File: config.mk
export PLATFORM = sky130hd
export DESIGN_NAME = dsp_mac_scheduler_flat
export DESIGN_NICKNAME = d
export VERILOG_FILES = /design/src/rtl/dsp_mac_scheduler_if.sv /design/src/rtl/dsp_mac_scheduler.sv /design/src/flat_wrapper.sv
export SDC_FILE = /design/constraint.sdc
export NUM_CORES = 1
export LEC_CHECK = 0
export ABC_AREA = 1
export BUFFER_PORTS_ARGS = -buffer_cell sky130_fd_sc_hd__buf_2
export CAP_MARGIN = 20
export CORE_MARGIN = 2
export CORE_UTILIZATION = 61
export DETAILED_ROUTE_END_ITERATION = 10
export PLACE_DENSITY = 0.86
export SYNTH_ARGS = -nofsm -noshare
export SYNTH_HDL_FRONTEND = slang
export SYNTH_SLANG_ARGS = --single-unit
export TNS_END_PERCENT = 100
File: constraint.sdc
create_clock -name clk -period 5.9 [get_ports clk]
set_clock_uncertainty 0.05 [all_clocks]
set_input_delay 0.885 -clock clk [delete_from_list [all_inputs] [get_ports clk]]
set_output_delay 0.885 -clock clk [all_outputs]
set_load 0.01 [all_outputs]
File: src/rtl/dsp_mac_scheduler_if.sv
// Request, slice and response signals of dsp_mac_scheduler bundled as one port.
// The master side drives requests, the slice product and response backpressure.
interface dsp_mac_scheduler_if #(
    parameter int unsigned NUM_REQ = 4,
    parameter int unsigned DATA_W  = 18,
    parameter int unsigned ID_W    = (NUM_REQ > 1) ? $clog2(NUM_REQ) : 1
);
    logic [NUM_REQ-1:0]        req_valid;
    logic [NUM_REQ-1:0]        req_ready;
    logic [NUM_REQ*DATA_W-1:0] req_a;
    logic [NUM_REQ*DATA_W-1:0] req_b;
    logic                      dsp_issue;
    logic [DATA_W-1:0]         dsp_a;
    logic [DATA_W-1:0]         dsp_b;
    logic [2*DATA_W-1:0]       dsp_p;
    logic                      rsp_valid;
    logic                      rsp_ready;
    logic [2*DATA_W-1:0]       rsp_data;
    logic [ID_W-1:0]           rsp_id;
    logic                      busy;

    modport master (
        output req_valid, req_a, req_b, dsp_p, rsp_ready,
        input  req_ready, dsp_issue, dsp_a, dsp_b, rsp_valid, rsp_data, rsp_id, busy
    );

    modport slave (
        input  req_valid, req_a, req_b, dsp_p, rsp_ready,
        output req_ready, dsp_issue, dsp_a, dsp_b, rsp_valid, rsp_data, rsp_id, busy
    );
endinterface

File: src/rtl/dsp_mac_scheduler.sv
// Round-robin sharing of one pipelined multiplier slice between NUM_REQ requesters,
// with an ID tag pipeline and a credit-protected in-order response FIFO.
module dsp_mac_scheduler #(
    parameter int unsigned NUM_REQ    = 4,
    parameter int unsigned DATA_W     = 18,
    parameter int unsigned PIPE_LAT   = 4,
    parameter int unsigned RESP_DEPTH = 8
) (
    input  logic               clk,
    input  logic               rst,
    dsp_mac_scheduler_if.slave bus
);
    localparam int unsigned ID_W  = (NUM_REQ > 1) ? $clog2(NUM_REQ) : 1;
    localparam int unsigned CNT_W = $clog2(RESP_DEPTH + 1);
    localparam int unsigned PTR_W = (RESP_DEPTH > 1) ? $clog2(RESP_DEPTH) : 1;
    localparam int unsigned P_W   = 2 * DATA_W;

    logic [ID_W-1:0]     rr_q, rr_d;
    logic [PIPE_LAT-1:0] tag_v_q;
    logic [ID_W-1:0]     tag_id_q [PIPE_LAT];
    logic [CNT_W-1:0]    inflight_q, inflight_d;
    logic [CNT_W-1:0]    count_q, count_d;
    logic [PTR_W-1:0]    wr_q, rd_q;
    logic [P_W-1:0]      mem_data_q [RESP_DEPTH];
    logic [ID_W-1:0]     mem_id_q [RESP_DEPTH];

    logic            found;
    logic [ID_W-1:0] gnt;
    logic [ID_W-1:0] idx;
    logic            not_empty;
    logic            credit_ok;
    logic            issue;
    logic            push;
    logic            pop;
    logic [CNT_W:0]  occ_after_pop;

    always_comb begin
        found = 1'b0;
        gnt   = '0;
        idx   = '0;
        for (int unsigned k = 0; k < NUM_REQ; k++) begin
            idx = ID_W'((32'(rr_q) + k) % NUM_REQ);
            if (!found && bus.req_valid[idx]) begin
                found = 1'b1;
                gnt   = idx;
            end
        end
    end

    // A pop this cycle releases its slot immediately, so a full FIFO can still accept an issue.
    assign not_empty     = (count_q != '0);
    assign pop           = not_empty & bus.rsp_ready;
    assign push          = tag_v_q[PIPE_LAT-1];
    assign occ_after_pop = {1'b0, inflight_q} + {1'b0, count_q} - (CNT_W + 1)'(pop);
    assign credit_ok     = occ_after_pop < (CNT_W + 1)'(RESP_DEPTH);
    assign issue         = found & credit_ok & ~rst;

    assign inflight_d = inflight_q + CNT_W'(issue) - CNT_W'(push);
    assign count_d    = count_q + CNT_W'(push) - CNT_W'(pop);
    assign rr_d       = issue ? ((gnt == ID_W'(NUM_REQ - 1)) ? '0 : gnt + 1'b1) : rr_q;

    assign bus.req_ready = issue ? (NUM_REQ'(1) << gnt) : '0;
    assign bus.dsp_issue = issue;
    assign bus.dsp_a     = issue ? bus.req_a[gnt*DATA_W +: DATA_W] : '0;
    assign bus.dsp_b     = issue ? bus.req_b[gnt*DATA_W +: DATA_W] : '0;
    assign bus.rsp_valid = not_empty;
    assign bus.rsp_data  = not_empty ? mem_data_q[rd_q] : '0;
    assign bus.rsp_id    = not_empty ? mem_id_q[rd_q] : '0;
    assign bus.busy      = (inflight_q != '0) | not_empty;

    always_ff @(posedge clk or posedge rst) begin
        if (rst) begin
            rr_q       <= '0;
            tag_v_q    <= '0;
            inflight_q <= '0;
            count_q    <= '0;
            wr_q       <= '0;
            rd_q       <= '0;
            for (int unsigned k = 0; k < PIPE_LAT; k++) begin
                tag_id_q[k] <= '0;
            end
        end else begin
            rr_q        <= rr_d;
            inflight_q  <= inflight_d;
            count_q     <= count_d;
            tag_v_q[0]  <= issue;
            tag_id_q[0] <= gnt;
            for (int unsigned k = 1; k < PIPE_LAT; k++) begin
                tag_v_q[k]  <= tag_v_q[k-1];
                tag_id_q[k] <= tag_id_q[k-1];
            end
            if (push) begin
                wr_q <= (wr_q == PTR_W'(RESP_DEPTH - 1)) ? '0 : wr_q + 1'b1;
            end
            if (pop) begin
                rd_q <= (rd_q == PTR_W'(RESP_DEPTH - 1)) ? '0 : rd_q + 1'b1;
            end
        end
    end

    always_ff @(posedge clk) begin
        if (push) begin
            mem_data_q[wr_q] <= bus.dsp_p;
            mem_id_q[wr_q]   <= tag_id_q[PIPE_LAT-1];
        end
    end
endmodule

File: src/flat_wrapper.sv
// flat-port wrapper written by rule: the top's interface ports become plain ports
module dsp_mac_scheduler_flat 
#(
    parameter int unsigned NUM_REQ    = 4,
    parameter int unsigned DATA_W     = 18,
    parameter int unsigned PIPE_LAT   = 4,
    parameter int unsigned RESP_DEPTH = 8
)
  (clk, rst, bus_req_valid, bus_req_a, bus_req_b, bus_dsp_p, bus_rsp_ready, bus_req_ready, bus_dsp_issue, bus_dsp_a, bus_dsp_b, bus_rsp_valid, bus_rsp_data, bus_rsp_id, bus_busy);
  dsp_mac_scheduler_if #(.NUM_REQ(NUM_REQ), .DATA_W(DATA_W)) bus_i ();
  input  logic clk;
  input  logic rst;
  input wire logic [$bits(bus_i.req_valid)-1:0] bus_req_valid;
  input wire logic [$bits(bus_i.req_a)-1:0] bus_req_a;
  input wire logic [$bits(bus_i.req_b)-1:0] bus_req_b;
  input wire logic [$bits(bus_i.dsp_p)-1:0] bus_dsp_p;
  input wire logic [$bits(bus_i.rsp_ready)-1:0] bus_rsp_ready;
  output wire logic [$bits(bus_i.req_ready)-1:0] bus_req_ready;
  output wire logic [$bits(bus_i.dsp_issue)-1:0] bus_dsp_issue;
  output wire logic [$bits(bus_i.dsp_a)-1:0] bus_dsp_a;
  output wire logic [$bits(bus_i.dsp_b)-1:0] bus_dsp_b;
  output wire logic [$bits(bus_i.rsp_valid)-1:0] bus_rsp_valid;
  output wire logic [$bits(bus_i.rsp_data)-1:0] bus_rsp_data;
  output wire logic [$bits(bus_i.rsp_id)-1:0] bus_rsp_id;
  output wire logic [$bits(bus_i.busy)-1:0] bus_busy;
  assign bus_i.req_valid = bus_req_valid;
  assign bus_i.req_a = bus_req_a;
  assign bus_i.req_b = bus_req_b;
  assign bus_i.dsp_p = bus_dsp_p;
  assign bus_i.rsp_ready = bus_rsp_ready;
  assign bus_req_ready = bus_i.req_ready;
  assign bus_dsp_issue = bus_i.dsp_issue;
  assign bus_dsp_a = bus_i.dsp_a;
  assign bus_dsp_b = bus_i.dsp_b;
  assign bus_rsp_valid = bus_i.rsp_valid;
  assign bus_rsp_data = bus_i.rsp_data;
  assign bus_rsp_id = bus_i.rsp_id;
  assign bus_busy = bus_i.busy;
  dsp_mac_scheduler #(.NUM_REQ(NUM_REQ), .DATA_W(DATA_W), .PIPE_LAT(PIPE_LAT), .RESP_DEPTH(RESP_DEPTH)) u_core (.clk(clk), .rst(rst), .bus(bus_i));
endmodule
---- Yosys cells after proc, flatten, opt, wreduce, memory -nomap -nowiden ----
Memory sizes are Yosys's and may differ from the RTL's.
Index checks and enable logic that the tools add are counted.
Widths: inputs -> output; s select.
storage, ports and cells
  memories kept ........................... 2
  input bits .............................. 187
  word-level logic and storage cells ...... 75
  register bits after elaboration ......... 28
  output and inout bits ................... 81
  bits in writable memories ............... 304
memory list
  name               depth  width  rd ports  clocked after Yosys merged registers in  write ports  RTL line                 text
  u_core.mem_data_q  8      36     1         0                                        1            dsp_mac_scheduler.sv:24  logic [P_W-1:0] mem_data_q [RESP_DEPTH];
  u_core.mem_id_q    8      2      1         0                                        1            dsp_mac_scheduler.sv:25  logic [ID_W-1:0] mem_id_q [RESP_DEPTH];
operators by class
  shift operators ......................... 3
  mux-type cells .......................... 26
  bitwise logic cells ..................... 5
  add/subtract/negate cells ............... 12
  reduce and logical (&&, ||, !) cells .... 8
  magnitude comparators ................... 5
  multiply operators ...................... 1
  equal/unequal tests ..................... 3
operators by type and width
  operator             count
  $shiftx 72x8->18     2
  $mux 18              2
  $mux 36              1
  $lt 2x3->1 const B   4
  $mux 2               6
  $mux 1               10
  $add 4x1->4          2
  $bmux 1 s2           4
  $reduce_bool 4->1    2
  $sub 4x1->4          2
  $add 3x1->3 const B  2
  $eq 3x3->1 const B   2
  $mul 2x4->6 const B  1
  $mux 3               2
  $add 4x4->5          1
  $lt 5x4->1 const B   1
  $sub 5x1->5          1
  $add 2x1->2 const B  2
  $add 2x2->2 const B  2
  $mux 4               1
  $shl 1x2->4 const A  1
  $and 1x1->1          3
  $logic_and 1x1->1    3
  $logic_not 1->1      3
  3 further kinds      3

---- Longest topological paths before layout ----
Gate-level depths: netlist (run 1).
  depth in word-level cells ............... 16
  depth in mapped cells ................... 22
  mapped depth without buffers ............ 21

---- Worst setup path after synthesis (run 1) ----
No wires, ideal clock.
  path kind ............................... input port to flip-flop
  start point ............................. input bus_rsp_ready
  end point ............................... register u_core.inflight_q[2]
  stages .................................. 17
  slack ................................... 2408 ps
  library setup time ...................... 124 ps
  path buffers ............................ 1
  arrival ................................. 3318 ps
  data required time ...................... 5726 ps
  cells stage by stage .................... nand2_1 -> inv_1 -> nand2_1 -> ha_1 -> nand2_1 -> inv_1 -> nand4_1 -> nand2_1 -> nand2_1 -> nand2_1 -> nand4_1 -> buf_2 -> ha_1 -> inv_1 -> ha_1 -> fa_1 -> xor2_1
between the ends
  cells in the longest elaborated chain, start to end .. 7
RTL lines
  item                            RTL line                 text
  start, declared                 flat_wrapper.sv:17       input wire logic [$bits(bus_i.rsp_ready)-1:0] bus_rsp_ready;
  $and 1x1->1                     dsp_mac_scheduler.sv:52  assign pop = not_empty & bus.rsp_ready;
  $sub 5x1->5                     dsp_mac_scheduler.sv:54  assign occ_after_pop = {1'b0, inflight_q} + {1'b0, count_q} - (CNT_W + 1)'(pop);
  $lt 5x4->1                      dsp_mac_scheduler.sv:55  assign credit_ok = occ_after_pop < (CNT_W + 1)'(RESP_DEPTH);
  $and 1x1->1 (2 in a row)        dsp_mac_scheduler.sv:56  assign issue = found & credit_ok & ~rst;
  $add 4x1->4                     dsp_mac_scheduler.sv:58  assign inflight_d = inflight_q + CNT_W'(issue) - CNT_W'(push);
  $sub 4x1->4                     dsp_mac_scheduler.sv:58
  named net u_core.inflight_d[2]  dsp_mac_scheduler.sv:21  logic [CNT_W-1:0] inflight_q, inflight_d;
  end signal, assigned            dsp_mac_scheduler.sv:84  inflight_q <= inflight_d;
  end, declared                   dsp_mac_scheduler.sv:21
The timed path passes the listed nets, and every way through them passes these cells.
A chain may end at the register's enable or synchronous reset.

---- Final worst setup path (run 1) ----
  start point ............................. register u_core.count_q[2]
  end point ............................... output bus_dsp_b[17]
between the ends
  cells in the longest elaborated chain, start to end .. 7
  elaborated cells between the ends (all ways) .. 8
  those cells by class .................... add/sub (2); order compare (1); mux (1); bitwise (3); reduce/logical (1)
RTL lines
  item                                                 RTL line                 text
  start, declared                                      dsp_mac_scheduler.sv:22  logic [CNT_W-1:0] count_q, count_d;
  start signal, assigned                               dsp_mac_scheduler.sv:85  count_q <= count_d;
  branches (longest 2 deep; another with $add 4x4->5)  -
  $sub 5x1->5 (*)                                      dsp_mac_scheduler.sv:54
  $lt 5x4->1 (*)                                       dsp_mac_scheduler.sv:55
  $and 1x1->1 (*) (2 in a row)                         dsp_mac_scheduler.sv:56
  $mux 18 (*)                                          dsp_mac_scheduler.sv:65  assign bus.dsp_b = issue ? bus.req_b[gnt*DATA_W +: DATA_W] : '0;
  end, declared                                        flat_wrapper.sv:21       output wire logic [$bits(bus_i.dsp_b)-1:0] bus_dsp_b;
Mark *: on every way between the ends.

==> impl_metrics.yaml, run 1 <==
synth:
  synth-seq-cells: 332
  synth_ff_type: "edfxtp_1"
  synth_nets: 1698
  synth_seq_area_share_pct: 64.2
  synth_top_area_share_pct: 59.6
  synthCells: 1486
  synth.largest_area_cell: "edfxtp_1"
  async_flop_share_pct: 8.43
  synth_most_common_cell: "edfxtp_1"
  synth_commonest_cells: "edfxtp_1, nor2_1, o21ai_0"
  synth_area_per_cell_sq_um: 10.3
  synth_edf_count: 304
  syn_area_sq_um: 15300
  synth_area_leaders: "edfxtp_1, o21ai_0, nor2_1"
  yosysUniqueCellTypes: 28
  synth_warnings: 0
sta:
  final-hold-violation-count: 0
  layout_setup_ws_ps: 1100
  holdWs_ps: 297
  setup_viol: 0
  fin_setup_tns_ps: 0
  layout_min_cycle_time_ps: 4800
  tightest_slew_ps: 1090
  fmax_ghz: 0.208
  drv_slew: 0
  maxSlewHeadroom_pct: 27.6
  min_period_over_period_pct: 81.4
  rsz0062_at_grt: "false"
layout:
  area.growth.synth_to_final_pct: 16.4
  nets: 1923
  layout-drive-gt1-share_pct: 20.3
  fin_area_sq_um: 17800
die:
  die_h_um: 162
  core_area_sq_um: 24500
  die-area_sq_um: 26400
  start_util_pct: 62.6
  die-width_um: 162
  ioPinCount: 268
  core.rowCount: 57
clock_tree:
  cts_hold_buffers: 0
  numCtsBuffers: 31
  cts.path.max_buffers: 3
  clk-insertion-delay-late_ps: 570
  clockRootBuffer: "clkbuf_16"
  cts_setup_buffers: 0
  clkTransAtPathRegs_ps: 70
  cts_tree: "done"
  cts.sinks: 332
  postCtsResizedCells: 0
  htree_num_levels: 1
setup_path:
  crit_required_ps: 4970
  arrival_ps: 3870
  startpoint_type: "flop"
  endpoint_kind: "output pin"
  cp_max_fo: 41
  worstRegToRegCells: 20
  critPathKind: "reg2out"
hold_path:
  whs_path_depth: 0
  hold_path_class: "reg2reg"
power_and_ir_drop:
  peakVddDrop_v: 0.000511
  power_leakage_nw: 7.33
  powerDensity_nw_per_um2: 517
  total_power_mw: 9.21
routing:
  wirelength_um: 38400
  wl_per_cell_um: 18.6
  drc: 0
  first_pass_iters: 5
  viasPerCell: 5.85
  vias: 12000
  drtAntennaViolNets: 0
  initialDrtViolationCount: 1380
flow_run:
  cap_violations: 0
grt:
  grt_pass1_wl_um: 59400
  antenna_found_initial: 2
  first_global_vias: 11800
  overflow: 0
  grt_max_degree: 133
  gr-usage-all-layers_pct: 28.7
placed_design:
  port_buffers: 267
  place.gp.congestion: 0.987
  dp_slack_ps: 1740
  placed_area_sq_um: 16800
  dp_hpwl_um: 23200
status:
  status: "finished, final reports clean"
==> power by group <==
group | internal [mW] | switching [mW] | total [mW]
Clock | 1.05 | 0.830 | 1.88
Combinational | 1.44 | 2.91 | 4.35
Sequential | 2.77 | 0.202 | 2.98
Total | 5.27 | 3.94 | 9.21
==> layer usage <==
layer / GRT usage, % / vias up / share of wire [%]
met5: 0 / - / 0
met4: 14.1 / 0 / 4.3
met1: 35.2 / 5647 / 37
met2: 50.1 / 687 / 51
li1: - / 5591 / -
met3: 4.10 / 123 / 8.0
==> state kept, by name, summed over array words and instances, names as in the netlist <==
register and cells:
u_core.count_q 4, u_core.mem_id_q 16, u_core.tag_id_q 8, u_core.rd_q 3
u_core.inflight_q 4, u_core.tag_v_q 4, u_core.rr_q 2, u_core.wr_q 3
u_core.mem_data_q 288
==> logic make-up after synthesis <==
logic type               Yosys count  share of synthesized area (%)
AO/OA/AOI/OAI                    314                           10.9
XOR/XNOR                           4                          0.229
AND/OR/NAND/NOR                  559                           15.9
flip-flops                       332                           64.2
buffers and inverters            252                           6.64
adder cells (fa/ha/maj)           25                           2.14
==> per-stage QoR <==
step	utilization, %	cells
final	72.9	2059
after detailed placement	68.9	2001
after global routing	72.9	2058
after global placement	68.9	2001
after floorplan	-	1486
after CTS	72.7	2056
==> critical path, cell delays in order (launching register included) <==
cell and delay [ps]:
dfrtp_1 320, inv_1 60, ha_1 210, nand2_1 70, buf_4 440, nand2_1 200, inv_1 190, nand2_1 80
ha_1 300, nand2_1 50, inv_1 50, nand4_1 120, nand2_1 80, nand2_1 50, nand2_1 100, nand4_1 240
buf_4 350, a21oi_1 220, buf_2 160
==> layout make-up <==
cell class | count | area, sq um
antenna | 2 | 5.00
clock buffer | 39 | 806
clock inverter | 16 | 141
fill | 1666 | 6640
inverter | 156 | 588
multi-input combinational | 902 | 4530
sequential | 332 | 9830
tap | 324 | 405
timing repair buffer | 288 | 1510
==> layout by cell type, fill, tap and decap left out, drive strengths merged <==
master / netlist / layout
clkinvlp: 0 / 1
clkinv: 1 / 12
diode: 0 / 2
clkbuf: 77 / 39
o22ai: 38 / 38
ha: 23 / 23
a21oi: 41 / 41
nand4: 4 / 4
inv: 155 / 157
xor2: 1 / 1
edfxtp: 304 / 304
nand3: 121 / 121
nand3b: 38 / 38
bufinv: 0 / 2
buf: 19 / 288
a31oi: 38 / 38
nor2: 250 / 250
o21ai: 197 / 197
xnor2: 3 / 3
dfrtp: 28 / 28
nand2: 146 / 146
fa: 2 / 2
==> worst paths after layout <==
kind | startpoint | end | slack (ps)
hold / removal | u_core.tag_id_q[2] | u_core.tag_id_q[0] | 300
min in group asynchronous | rst | u_core.inflight_q[1] | 320
setup / recovery | u_core.count_q[2] | bus_dsp_b[17] | 1100
setup reg to reg | u_core.count_q[2] | u_core.inflight_q[2] | 1990
max in group asynchronous | rst | u_core.rd_q[0] | 5160
hold reg to reg | u_core.tag_id_q[2] | u_core.tag_id_q[0] | 300
Power figures use the tool's default switching activity.
==> run 2, diff against run 1 <==
- CORE_UTILIZATION: 61 -> 56
- PLACE_DENSITY: 0.86 -> 0.8
- clock period: 5.9 -> 5 ns (I/O delays scaled with it)
==> impl_metrics.yaml, run 2 (synthesis gave the netlist of run 1 again) <==
grt:
  gr-usage-all-layers_pct: 24.9
  grt_pass1_wl_um: 56700
  overflow: 0
  antenna_found_initial: 6
  grt_max_degree: 81
  first_global_vias: 11300
placed_design:
  dp_hpwl_um: 22100
  place_inst: 2021
  placed_area_sq_um: 16900
  place.gp.congestion: 0.883
  port_buffers: 267
die:
  core.rowCount: 60
  ioPinCount: 268
  die-area_sq_um: 28700
  die_h_um: 169
  core_area_sq_um: 26900
  die-width_um: 169
  start_util_pct: 57.0
layout:
  final_common_cell: "edfxtp_1"
  largestRegisters: "u_core.mem_data_q x288, u_core.mem_id_q x16, u_core.tag_id_q x8"
  area.growth.synth_to_final_pct: 18.2
  top_register: "u_core.mem_data_q"
  fin_cells: 2088
  largest_register_ffs: 288
  nets: 1929
  post-route-util_pct: 67.3
  fin_area_sq_um: 18100
  layout-drive-gt1-share_pct: 21.2
  layout_common_cells: "edfxtp_1, buf_2, nor2_1"
clock_tree:
  numCtsBuffers: 34
  cts_hold_buffers: 0
  clk-insertion-delay-late_ps: 510
  cts.sinks: 332
  htree_num_levels: 2
  cts_tree: "done"
  cts_setup_buffers: 0
  cts.path.max_buffers: 3
  clockRootBuffer: "clkbuf_16"
  clkTransAtPathRegs_ps: 60
  postCtsResizedCells: 0
sta:
  layout_min_cycle_time_ps: 4100
  setup_viol: 0
  fmax_ghz: 0.244
  min_period_over_period_pct: 82.1
  tightest_slew_ps: 915
  final-hold-violation-count: 0
  fin_setup_tns_ps: 0
  rsz0062_at_grt: "false"
  drv_slew: 0
  maxSlewHeadroom_pct: 39.0
setup_path:
  cp_max_fo: 44
  crit_required_ps: 4200
  arrival_ps: 3300
  endpoint_kind: "output pin"
  critPathKind: "reg2out"
  startpoint_type: "flop"
routing:
  viasPerCell: 5.63
  drtAntennaViolNets: 0
  initialDrtViolationCount: 1029
  wirelength_um: 37000
  wl_per_cell_um: 17.7
  vias: 11800
  drc: 0
  first_pass_iters: 5
power_and_ir_drop:
  powerDensity_nw_per_um2: 619
  power_leakage_nw: 7.46
  peakVddDrop_v: 0.000988
  total_power_mw: 11.2
hold_path:
  hold_path_class: "in2async"
flow_run:
  cap_violations: 0
status:
  status: "finished, final reports clean"
## run 2: cell count changes in the layout (fill, tap and decap cells not counted)
| cell | before | now |
|---|---|---|
| buf_12 | 0 | 2 |
| clkbuf_8 | 0 | 1 |
| diode_2 | 2 | 4 |
| clkbuf_1 | 8 | 3 |
| clkinvlp_4 | 1 | 2 |
| clkinv_2 | 2 | 8 |
| clkbuf_16 | 31 | 34 |
| inv_6 | 1 | 2 |
| clkinv_1 | 8 | 4 |
| buf_16 | 1 | 0 |
| bufinv_16 | 2 | 6 |
| buf_4 | 20 | 22 |
## run 2: path summary, 6_finish.rpt
check	from	endpoint	slack [ps]	cells past startpoint
worst min register to register	u_core.tag_id_q[7]	u_core.tag_id_q[5]	300	0
worst max-delay path	u_core.rr_q[0]	bus_dsp_b[16]	900	14
max in group asynchronous	rst	u_core.rd_q[0]	4330	3
min in group clk	u_core.tag_id_q[7]	u_core.tag_id_q[5]	300	0
worst max register to register	u_core.count_q[2]	u_core.inflight_q[2]	1820	19
worst min-delay path	rst	u_core.tag_id_q[6]	260	3
## run 2: critical path, cell delays in order, from the launching register on
cell	delay (ps)
dfrtp_1	590
inv_2	150
nand2_1	100
nand2_2	80
nand2_1	100
nand2_1	90
nor2_4	130
nand3_2	120
nand2_4	80
nand2_2	440
buf_4	420
nand2_1	90
nand3_1	70
a21oi_1	170
buf_2	150
## run 2: report_power, final
group	leakage (nW)	internal [mW]	switching, mW	total (mW)
clock	0.572	1.58	1.03	2.61
sequential	3.08	3.28	0.172	3.45
combinational	3.81	1.72	3.42	5.14
total	7.46	6.58	4.62	11.2
## run 2: through the flow
stage                     setup WS, ps  hold slack (ps)
after global placement            1350              282
after detailed placement          1270              285
after CTS                          923              265
after global routing               570              292
final                              895              259
after floorplan                   1640              281
## run 2: final cells by class
cell class | instances | area (sq um)
antenna | 4 | 10.0
clock buffer | 38 | 876
clock inverter | 24 | 293
fill | 1966 | 8780
inverter | 156 | 588
multi-input combinational | 902 | 4530
sequential | 332 | 9830
tap | 341 | 427
timing repair buffer | 291 | 1540
## run 2: routing by layer
metal  track usage (%)  part of all wire, %
met4              8.55                  2.7
met3              4.80                  7.9
met1              30.0                   38
met2              45.0                   51
met5                 0                0.043
